===== config.mk =====
export PLATFORM = sky130hd
export DESIGN_NAME = alu_pipe_param_flat
export DESIGN_NICKNAME = d
export VERILOG_FILES = /design/src/rtl/alu_pipe_param_if.sv /design/src/rtl/alu_pipe_param.sv /design/src/flat_wrapper.sv
export SDC_FILE = /design/constraint.sdc
export NUM_CORES = 1
export LEC_CHECK = 0
export CORE_UTILIZATION = 28
export DETAILED_ROUTE_END_ITERATION = 16
export SLEW_MARGIN = 20
export SYNTH_ARGS = -nofsm -noshare
export SYNTH_HDL_FRONTEND = slang
export SYNTH_SLANG_ARGS = --single-unit

===== constraint.sdc =====
create_clock -name clk -period 3.85 [get_ports clk]
set_input_delay 0.9625 -clock clk [delete_from_list [all_inputs] [get_ports clk]]
set_output_delay 0.9625 -clock clk [all_outputs]
set_load 0.005 [all_outputs]

===== src/rtl/alu_pipe_param_if.sv =====
// Handshake bundle for alu_pipe_param: operand issue side and result sink side.
interface alu_pipe_param_if #(
   parameter int WIDTH = 8
);
   logic                   in_valid;
   logic                   in_ready;
   logic [2:0]             opcode;
   logic [WIDTH-1:0]       a;
   logic [WIDTH-1:0]       b;
   logic                   out_valid;
   logic                   out_ready;
   logic [2*WIDTH-1:0]     result;
   logic                   zero;
   logic                   ovf;

   // Issue stage / sink view.
   modport master (
      output in_valid, opcode, a, b, out_ready,
      input  in_ready, out_valid, result, zero, ovf
   );

   // ALU view.
   modport slave (
      input  in_valid, opcode, a, b, out_ready,
      output in_ready, out_valid, result, zero, ovf
   );
endinterface


===== src/rtl/alu_pipe_param.sv =====
// Parametrised signed ALU with a single-entry output register and an
// iterative shift-add signed multiplier (one partial product per cycle).
module alu_pipe_param #(
   parameter int WIDTH = 8,
   parameter bit SAT   = 1'b0
) (
   input  logic            clk,
   input  logic            reset,
   alu_pipe_param_if.slave bus
);
   localparam int W2 = 2 * WIDTH;
   localparam int CW = $clog2(WIDTH + 1);
   localparam logic [CW-1:0] CNT_LAST = CW'(WIDTH - 1);
   localparam logic [CW-1:0] CNT_DONE = CW'(WIDTH);

   localparam logic [2:0] OP_ADD = 3'd0;
   localparam logic [2:0] OP_SUB = 3'd1;
   localparam logic [2:0] OP_NOT = 3'd2;
   localparam logic [2:0] OP_ORB = 3'd3;
   localparam logic [2:0] OP_AND = 3'd4;
   localparam logic [2:0] OP_XOR = 3'd5;
   localparam logic [2:0] OP_MUL = 3'd6;
   localparam logic [2:0] OP_SLT = 3'd7;

   // Clamp bounds of the WIDTH-bit signed range, sign-extended to W2.
   localparam logic [W2-1:0] SAT_MAX = {{(W2-WIDTH+1){1'b0}}, {(WIDTH-1){1'b1}}};
   localparam logic [W2-1:0] SAT_MIN = {{(W2-WIDTH+1){1'b1}}, {(WIDTH-1){1'b0}}};

   typedef enum logic {IDLE, MUL} state_t;

   state_t            state;
   logic              out_valid_q;
   logic [W2-1:0]     result_q;
   logic              zero_q;
   logic              ovf_q;

   logic [W2-1:0]     ma;        // multiplicand, shifted left each step
   logic [WIDTH-1:0]  mb;        // multiplier, shifted right each step
   logic [W2-1:0]     acc;
   logic [CW-1:0]     cnt;

   logic [W2-1:0]     ae, be, sum, alu_res, pp, acc_nxt;
   logic              alu_ovf;
   logic              accept;

   assign bus.in_ready  = (state == IDLE) & (~out_valid_q | bus.out_ready);
   assign bus.out_valid = out_valid_q;
   assign bus.result    = result_q;
   assign bus.zero      = zero_q;
   assign bus.ovf       = ovf_q;
   assign accept        = bus.in_valid & bus.in_ready;

   assign ae  = {{WIDTH{bus.a[WIDTH-1]}}, bus.a};
   assign be  = {{WIDTH{bus.b[WIDTH-1]}}, bus.b};
   assign sum = (bus.opcode == OP_SUB) ? ae - be : ae + be;

   // Single-cycle ops; overflow means the upper bits are not a sign extension of bit WIDTH-1.
   always_comb begin
      alu_res = '0;
      alu_ovf = 1'b0;
      case (bus.opcode)
         OP_ADD, OP_SUB: begin
            alu_ovf = ~((&sum[W2-1:WIDTH-1]) | ~(|sum[W2-1:WIDTH-1]));
            alu_res = sum;
            if (SAT && alu_ovf) alu_res = sum[W2-1] ? SAT_MIN : SAT_MAX;
         end
         OP_NOT:  alu_res = ~ae;
         OP_ORB:  alu_res = {{(W2-1){1'b0}}, |bus.b};
         OP_AND:  alu_res = ae & be;
         OP_XOR:  alu_res = ae ^ be;
         OP_SLT:  alu_res = {{(W2-1){1'b0}}, ($signed(bus.a) < $signed(bus.b))};
         default: alu_res = '0;
      endcase
   end

   // Two's complement multiplier: the sign bit of b carries negative weight, so the last partial product is subtracted.
   assign pp      = mb[0] ? ma : '0;
   assign acc_nxt = (cnt == CNT_LAST) ? acc - pp : acc + pp;

   // Control FSM, multiplier datapath and output register.
   always_ff @(posedge clk) begin
      if (reset) begin
         state       <= IDLE;
         out_valid_q <= 1'b0;
         result_q    <= '0;
         zero_q      <= 1'b0;
         ovf_q       <= 1'b0;
         ma          <= '0;
         mb          <= '0;
         acc         <= '0;
         cnt         <= '0;
      end else begin
         if (out_valid_q && bus.out_ready) out_valid_q <= 1'b0;
         case (state)
            IDLE: begin
               if (accept) begin
                  if (bus.opcode == OP_MUL) begin
                     ma    <= ae;
                     mb    <= bus.b;
                     acc   <= '0;
                     cnt   <= '0;
                     state <= MUL;
                  end else begin
                     result_q    <= alu_res;
                     zero_q      <= (alu_res == '0);
                     ovf_q       <= alu_ovf;
                     out_valid_q <= 1'b1;
                  end
               end
            end
            MUL: begin
               if (cnt != CNT_DONE) begin
                  acc <= acc_nxt;
                  ma  <= ma << 1;
                  mb  <= mb >> 1;
                  cnt <= cnt + 1'b1;
               end else if (!out_valid_q || bus.out_ready) begin
                  result_q    <= acc;
                  zero_q      <= (acc == '0);
                  ovf_q       <= 1'b0;
                  out_valid_q <= 1'b1;
                  state       <= IDLE;
               end
            end
            default: state <= IDLE;
         endcase
      end
   end
endmodule


===== src/flat_wrapper.sv =====
// flat-port wrapper written by rule: the top's interface ports become plain ports
module alu_pipe_param_flat 
#(
   parameter int WIDTH = 8,
   parameter bit SAT   = 1'b0
)
  (clk, reset, bus_in_valid, bus_opcode, bus_a, bus_b, bus_out_ready, bus_in_ready, bus_out_valid, bus_result, bus_zero, bus_ovf);
  alu_pipe_param_if #(.WIDTH(WIDTH)) bus_i ();
  input  logic clk;
  input  logic reset;
  input wire logic [$bits(bus_i.in_valid)-1:0] bus_in_valid;
  input wire logic [$bits(bus_i.opcode)-1:0] bus_opcode;
  input wire logic [$bits(bus_i.a)-1:0] bus_a;
  input wire logic [$bits(bus_i.b)-1:0] bus_b;
  input wire logic [$bits(bus_i.out_ready)-1:0] bus_out_ready;
  output wire logic [$bits(bus_i.in_ready)-1:0] bus_in_ready;
  output wire logic [$bits(bus_i.out_valid)-1:0] bus_out_valid;
  output wire logic [$bits(bus_i.result)-1:0] bus_result;
  output wire logic [$bits(bus_i.zero)-1:0] bus_zero;
  output wire logic [$bits(bus_i.ovf)-1:0] bus_ovf;
  assign bus_i.in_valid = bus_in_valid;
  assign bus_i.opcode = bus_opcode;
  assign bus_i.a = bus_a;
  assign bus_i.b = bus_b;
  assign bus_i.out_ready = bus_out_ready;
  assign bus_in_ready = bus_i.in_ready;
  assign bus_out_valid = bus_i.out_valid;
  assign bus_result = bus_i.result;
  assign bus_zero = bus_i.zero;
  assign bus_ovf = bus_i.ovf;
  alu_pipe_param #(.WIDTH(WIDTH), .SAT(SAT)) u_core (.clk(clk), .reset(reset), .bus(bus_i));
endmodule

# Yosys cells after proc, flatten, opt, wreduce, memory -nomap -nowiden
# Cells that the tools add are included.
[classes] add_sub_neg=5 magnitude_cmp=1 eq_ne=15 muxes=47 n_bitwise=11 n_reduce_logical=12
[ops] cell="$mux W16" count=13
[ops] cell="$pmux W16 S2" count=3
[ops] cell="$pmux W16 S6" count=1
[ops] cell="$logic_not A16 Y1" count=2
[ops] cell="$mux W8" count=3
[ops] cell="$mux W1" count=18
[ops] cell="$add A16 B16 Y16" count=1
[ops] cell="$and A16 B16 Y16" count=1
[ops] cell="$not A16 Y16" count=1
[ops] cell="$pmux W8 S2" count=1
[ops] cell="$sub A16 B16 Y16" count=1
[ops] cell="$xor A16 B16 Y16" count=1
[ops] cell="$eq A3 B3 Y1 const B" count=4
[ops] cell="$mux W4" count=3
[ops] cell="$ne A2 B2 Y1 const B" count=5
[ops] cell="$add A8 B8 Y9" count=1
[ops] cell="$reduce_and A9 Y1" count=1
[ops] cell="$reduce_or A9 Y1" count=1
[ops] cell="$sub A8 B8 Y9" count=1
[ops] cell="$lt A8 B8 Y1" count=1
[ops] cell="$pmux W1 S2" count=4
[ops] cell="$pmux W4 S2" count=1
[ops] cell="$reduce_or A8 Y1" count=1
[ops] cell="$eq A3 B2 Y1 const B" count=2
[ops] cell="other kinds (15)" count=20
[totals] ff_bits=64 out_inout_bits=20

# Logic depth before layout (Yosys ltp)
[logic_depth] word_depth=10 ltp_mapped=19 ltp_nobuf=17

# Worst setup path before layout
# No wires, ideal clock.
[synth_path] path_kind="reg-to-reg" start="reg u_core.mb[0]" end="reg u_core.acc[15]" setup_ps=74 arrival_time_ps=3462 t_required_ps=3776 slack_ps=314 path_stages_with_launch=19 path_buffers=2 path_cell_list="dfxtp_1 > clkbuf_1 > clkbuf_1 > nand2_1 > ha_1 > and2_1 > nor2_1 > a21oi_1 > a31o_2 > ha_1 > a21o_1 > a21o_1 > a21oi_1 > nand3_1 > a31o_1 > a21oi_1 > xor2_1 > or3_1 > a31oi_1"
[synth_via] elab_chain_cells=5 word_cells_on_any_way=6 cone_classes="add/sub: 2; mux: 4"
[synth_rtl] item="start: declaration" line="alu_pipe_param.sv:38" source="logic [WIDTH-1:0] mb;"
[synth_rtl] item="start signal: assignment" line="alu_pipe_param.sv:99" source="mb <= bus.b;"
[synth_rtl] item="start signal: assignment" line="alu_pipe_param.sv:115" source="mb <= mb >> 1;"
[synth_rtl] item="$mux W16 (*)" line="alu_pipe_param.sv:77" source="assign pp = mb[0] ? ma : '0;"
[synth_rtl] item="$add A16 B16 Y16 or $sub A16 B16 Y16 (tied branches)" line="alu_pipe_param.sv:78" source="assign acc_nxt = (cnt == CNT_LAST) ? acc - pp : acc + pp;"
[synth_rtl] item="$mux W16 (*)" line="alu_pipe_param.sv:78"
[synth_rtl] item="$mux W16 (*)" line="alu_pipe_param.sv:112" source="if (cnt != CNT_DONE) begin"
[synth_rtl] item="$pmux W16 S2 (*)" line="alu_pipe_param.sv:94" source="case (state)"
[synth_rtl] item="end signal: assignment" line="alu_pipe_param.sv:113" source="acc <= acc_nxt;"
[synth_rtl] item="end: declaration" line="alu_pipe_param.sv:39" source="logic [W2-1:0] acc;"
# Mark *: on every way between the ends. The rest lies on a longest branch, timed or not. The select of a mux whose other input is x is not followed.
# A chain may end at the register's enable or synchronous reset.

# Worst setup path in the final report
[layout_path] start="reg u_core.ma[0]" end="reg u_core.acc[15]"
[layout_via] elab_chain_cells=5 word_cells_on_any_way=6 cone_classes="add/sub: 2; mux: 4"
[layout_rtl] item="start: declaration" line="alu_pipe_param.sv:37" source="logic [W2-1:0] ma;"
[layout_rtl] item="start signal: assignment" line="alu_pipe_param.sv:114" source="ma <= ma << 1;"
[layout_rtl] item="$mux W16 (*)" line="alu_pipe_param.sv:77"
[layout_rtl] item="$add A16 B16 Y16 or $sub A16 B16 Y16 (tied branches)" line="alu_pipe_param.sv:78"
[layout_rtl] item="$mux W16 (*)" line="alu_pipe_param.sv:78"
[layout_rtl] item="$mux W16 (*)" line="alu_pipe_param.sv:112"
[layout_rtl] item="$pmux W16 S2 (*)" line="alu_pipe_param.sv:94"
# Marks and branches as above.

==> flow_metrics.py <==
metrics = {
    "floorplanning": {
        "die_height_um": 131,
        "core-area_um2": 16100,
        "die_area_um2": 17200,
        "fp.dieW_um": 131,
        "rows": 46,
        "initial_utilization_pct": 29.0,
        "boundaryPins": 43,
    },
    "sta": {
        "unrepaired_setup_endpoints_after_global_routing": "false",
        "slew_headroom_pct": 48.6,
        "timing_hold_violations_final": 0,
        "fin_tns_setup_ns": 0,
        "final.period_utilization_pct": 92.5,
        "final-setup-viol-count": 0,
        "drv_slew": 0,
        "tightestPinTransition_ns": 0.771,
        "max_freq_ghz": 0.281,
        "min_period_ns": 3.56,
        "clock_skew_ns": 0.00658,
    },
    "outcome": {
        "status": "complete, no violations",
    },
    "cts": {
        "tritoncts_clock_tree": "done",
        "total_of_hold_buffers_inserted_after_clock_tree_synthesis": 0,
        "clk_latency_ns": 0.33,
        "cts_setup_buffers": 0,
        "clk_root_buffer_cell": "clkbuf_16",
        "cts_inserted_buffers": 9,
        "h_tree_levels": 3,
        "clock_path_buffers": 2,
        "cts.sink_count": 64,
        "clk_transition_reported_paths_ns": 0.06,
        "post_cts_resized": 0,
    },
    "synth": {
        "synthesis.nets": 675,
        "synth_enable_flop_cells": 0,
        "commonest_cells_in_the_synthesized_netlist": "nand2_1, dfxtp_1, nor2_1, a21oi_1",
        "synth_top_area_share_pct": 27.5,
        "postSynthRegisterBits": 64,
        "yosysSeqAreaShare_pct": 27.5,
        "netlist_area_um2": 4660,
        "post-synth-top-count-cell": "nand2_1",
        "synth_cell_types": 60,
        "postSynth.topFlopCell": "dfxtp_1",
        "synth.area.top_cells": "dfxtp_1, ha_1, a21oi_1",
        "yosys_warnings": 0,
        "syn_avg_cell_area_um2": 7.58,
        "syn_inst": 615,
        "synthDominantAreaCellType": "dfxtp_1",
        "async_reset_ff_share_pct": 0,
    },
    "setup_path": {
        "arrival_ns": 3.82,
        "crit_required_ns": 4.11,
        "worstSetupEndpointType": "register",
        "crit_path_max_fanout": 6,
        "number_of_buffers_and_inverters_on_the_critical_path": 0,
        "crit_path_frequent_cell": "a21oi_1",
        "critical_path.startpoint_type": "register",
        "crit_path_max_incr_delay_ns": 0.41,
        "timing.critical_path.cells": "nand2_1 -> ha_1 -> and2_1 -> nor2_1 -> a21oi_1 -> a31o_2 -> ha_1 -> and3_1 -> and3_1 -> a21oi_1 -> nand3_1 -> a31o_1 -> a21oi_1 -> xor2_1 -> or3_1 -> a31oi_1",
        "criticalPathCategory": "register to register",
        "cpMaxStageDelayCell": "dfxtp_1",
        "crit_path_leading_delay_family": "simple AND/OR/NAND/NOR gates",
    },
    "global_routing": {
        "grt_max_degree": 44,
        "globalRoute.totalOverflow": 0,
        "first_pass_grt_wire_length_um": 20700,
        "via_count_of_the_first_global_routing_pass": 4021,
        "track_usage_pct": 15.5,
        "antenna_found_initial": 0,
    },
    "cells_and_area": {
        "finalNetCount": 718,
        "layout-area-overhead-vs-synth_pct": 22.8,
        "final-seq-area_um2": 1280,
        "post_route_cells_drive_above_1_share_pct": 8.30,
        "num-fill-cells": 1649,
        "multiInputGateArea_um2": 3130,
        "diodes": 0,
    },
    "routing": {
        "vias_per_cell": 5.01,
        "detail_route.wl_per_cell_um": 14.2,
        "initialDrtViolationCount": 278,
        "number_of_antenna_violating_nets_in_the_routed_design": 0,
        "route.detailed.drc": 0,
        "detailroute.via_count": 4400,
        "dr.pass1.iters": 4,
        "sum_of_routed_wire_length_over_all_layers_um": 12500,
    },
    "job": {
        "drv.max_cap_violation_count": 0,
    },
    "power": {
        "powerDensity_nw_per_um2": 354,
        "leakage_power_nw": 2.17,
        "peak_supply_drop_v": 0.000166,
        "power_mw": 2.03,
    },
    "min_path": {
        "timing.hold.worst.class": "register to register",
    },
    "place": {
        "place.detailed.hpwl_um": 9450,
        "port_buffers": 42,
        "gp_routability_congestion": 0.862,
    },
}
## worst paths after layout
check,start,to,slack (ns),cells past startpoint
worst max-delay path,u_core.ma[0],u_core.acc[15],0.29,16
worst min-delay path,u_core.bus.result[6],u_core.bus.result[6],0.45,2
worst max register to register,u_core.ma[0],u_core.acc[15],0.29,16
worst min register to register,u_core.bus.result[6],u_core.bus.result[6],0.45,2
## routing by layer
metal	track usage, %	up-vias	wire (um)
li1	-	2305	-
met1	22.2	1997	6520
met5	0	-	0
met3	2.03	13	416
met4	5.14	0	218
met2	23.7	85	5320
## stage by stage
step	hold WS, ns	cells	instance area (um2)	util, %	setup WS, ns
after floorplan	0.448	615	4660	-	0.314
after global placement	0.439	863	5410	33.7	0.0225
after detailed placement	0.445	863	5410	33.7	0.00703
after CTS	0.452	879	5730	35.7	0.293
after global routing	0.468	879	5730	35.7	0.00171
final	0.451	879	5730	35.7	0.290
## report_power, final
part | internal, mW | switching [mW] | leakage [nW]
clock network | 0.583 | 0.301 | 0.152
logic | 0.202 | 0.239 | 1.50
registers | 0.687 | 0.0184 | 0.519
total | 1.47 | 0.558 | 2.17
## registers in the layout, indices dropped and copies added, names as in the netlist
signal,flops
u_core.bus.result,16
u_core.ma,16
u_core.state,1
u_core.cnt,4
u_core.mb,8
u_core.acc,16
u_core.bus.ovf,1
u_core.bus.zero,1
u_core.bus.out_valid,1
## logic make-up after synthesis
| kind of cell | Yosys count | synth area share (%) |
|---|---|---|
| compound gates | 183 | 25.2 |
| xor+xnor | 24 | 4.51 |
| fa+ha+maj | 37 | 10.4 |
| buf+inv | 64 | 5.39 |
| flops | 64 | 27.5 |
| mux | 10 | 2.17 |
| simple gates | 233 | 24.8 |
## layout make-up
class                           count  share of cell area [%]
Tap cell                          216                    4.72
Clock inverter                      5                    1.40
Timing Repair Buffer               70                    10.9
Inverter                           26                    1.70
Multi-Input combinational cell    487                    54.7
Sequential cell                    64                    22.4
Clock buffer                       11                    4.24
## cells in the final DEF (no fill, tap or decap), drive strengths merged, types with 10 or more instances in the layout
cell type and instances:
nand2b 18, ha 34, clkbuf 11, a221oi 10, o21ai 29, buf 29, xor2 12, a21oi 58
clkdlybuf4s50 41, dfxtp 64, nand2 67, nand3 18, xnor2 12, a211oi 10, nor3 15, inv 26
a22oi 10, a31oi 12, nor2 64, a21o 10
## worst reg2reg max path: stages (launching register included)
cell,delay (ns)
dfxtp_1,0.41
nand2_1,0.13
ha_1,0.21
and2_1,0.20
nor2_1,0.19
a21oi_1,0.06
a31o_2,0.23
ha_1,0.34
and3_1,0.21
and3_1,0.18
a21oi_1,0.17
nand3_1,0.16
a31o_1,0.23
a21oi_1,0.17
xor2_1,0.14
or3_1,0.32
a31oi_1,0.12
Power figures use the tool's default switching activity.
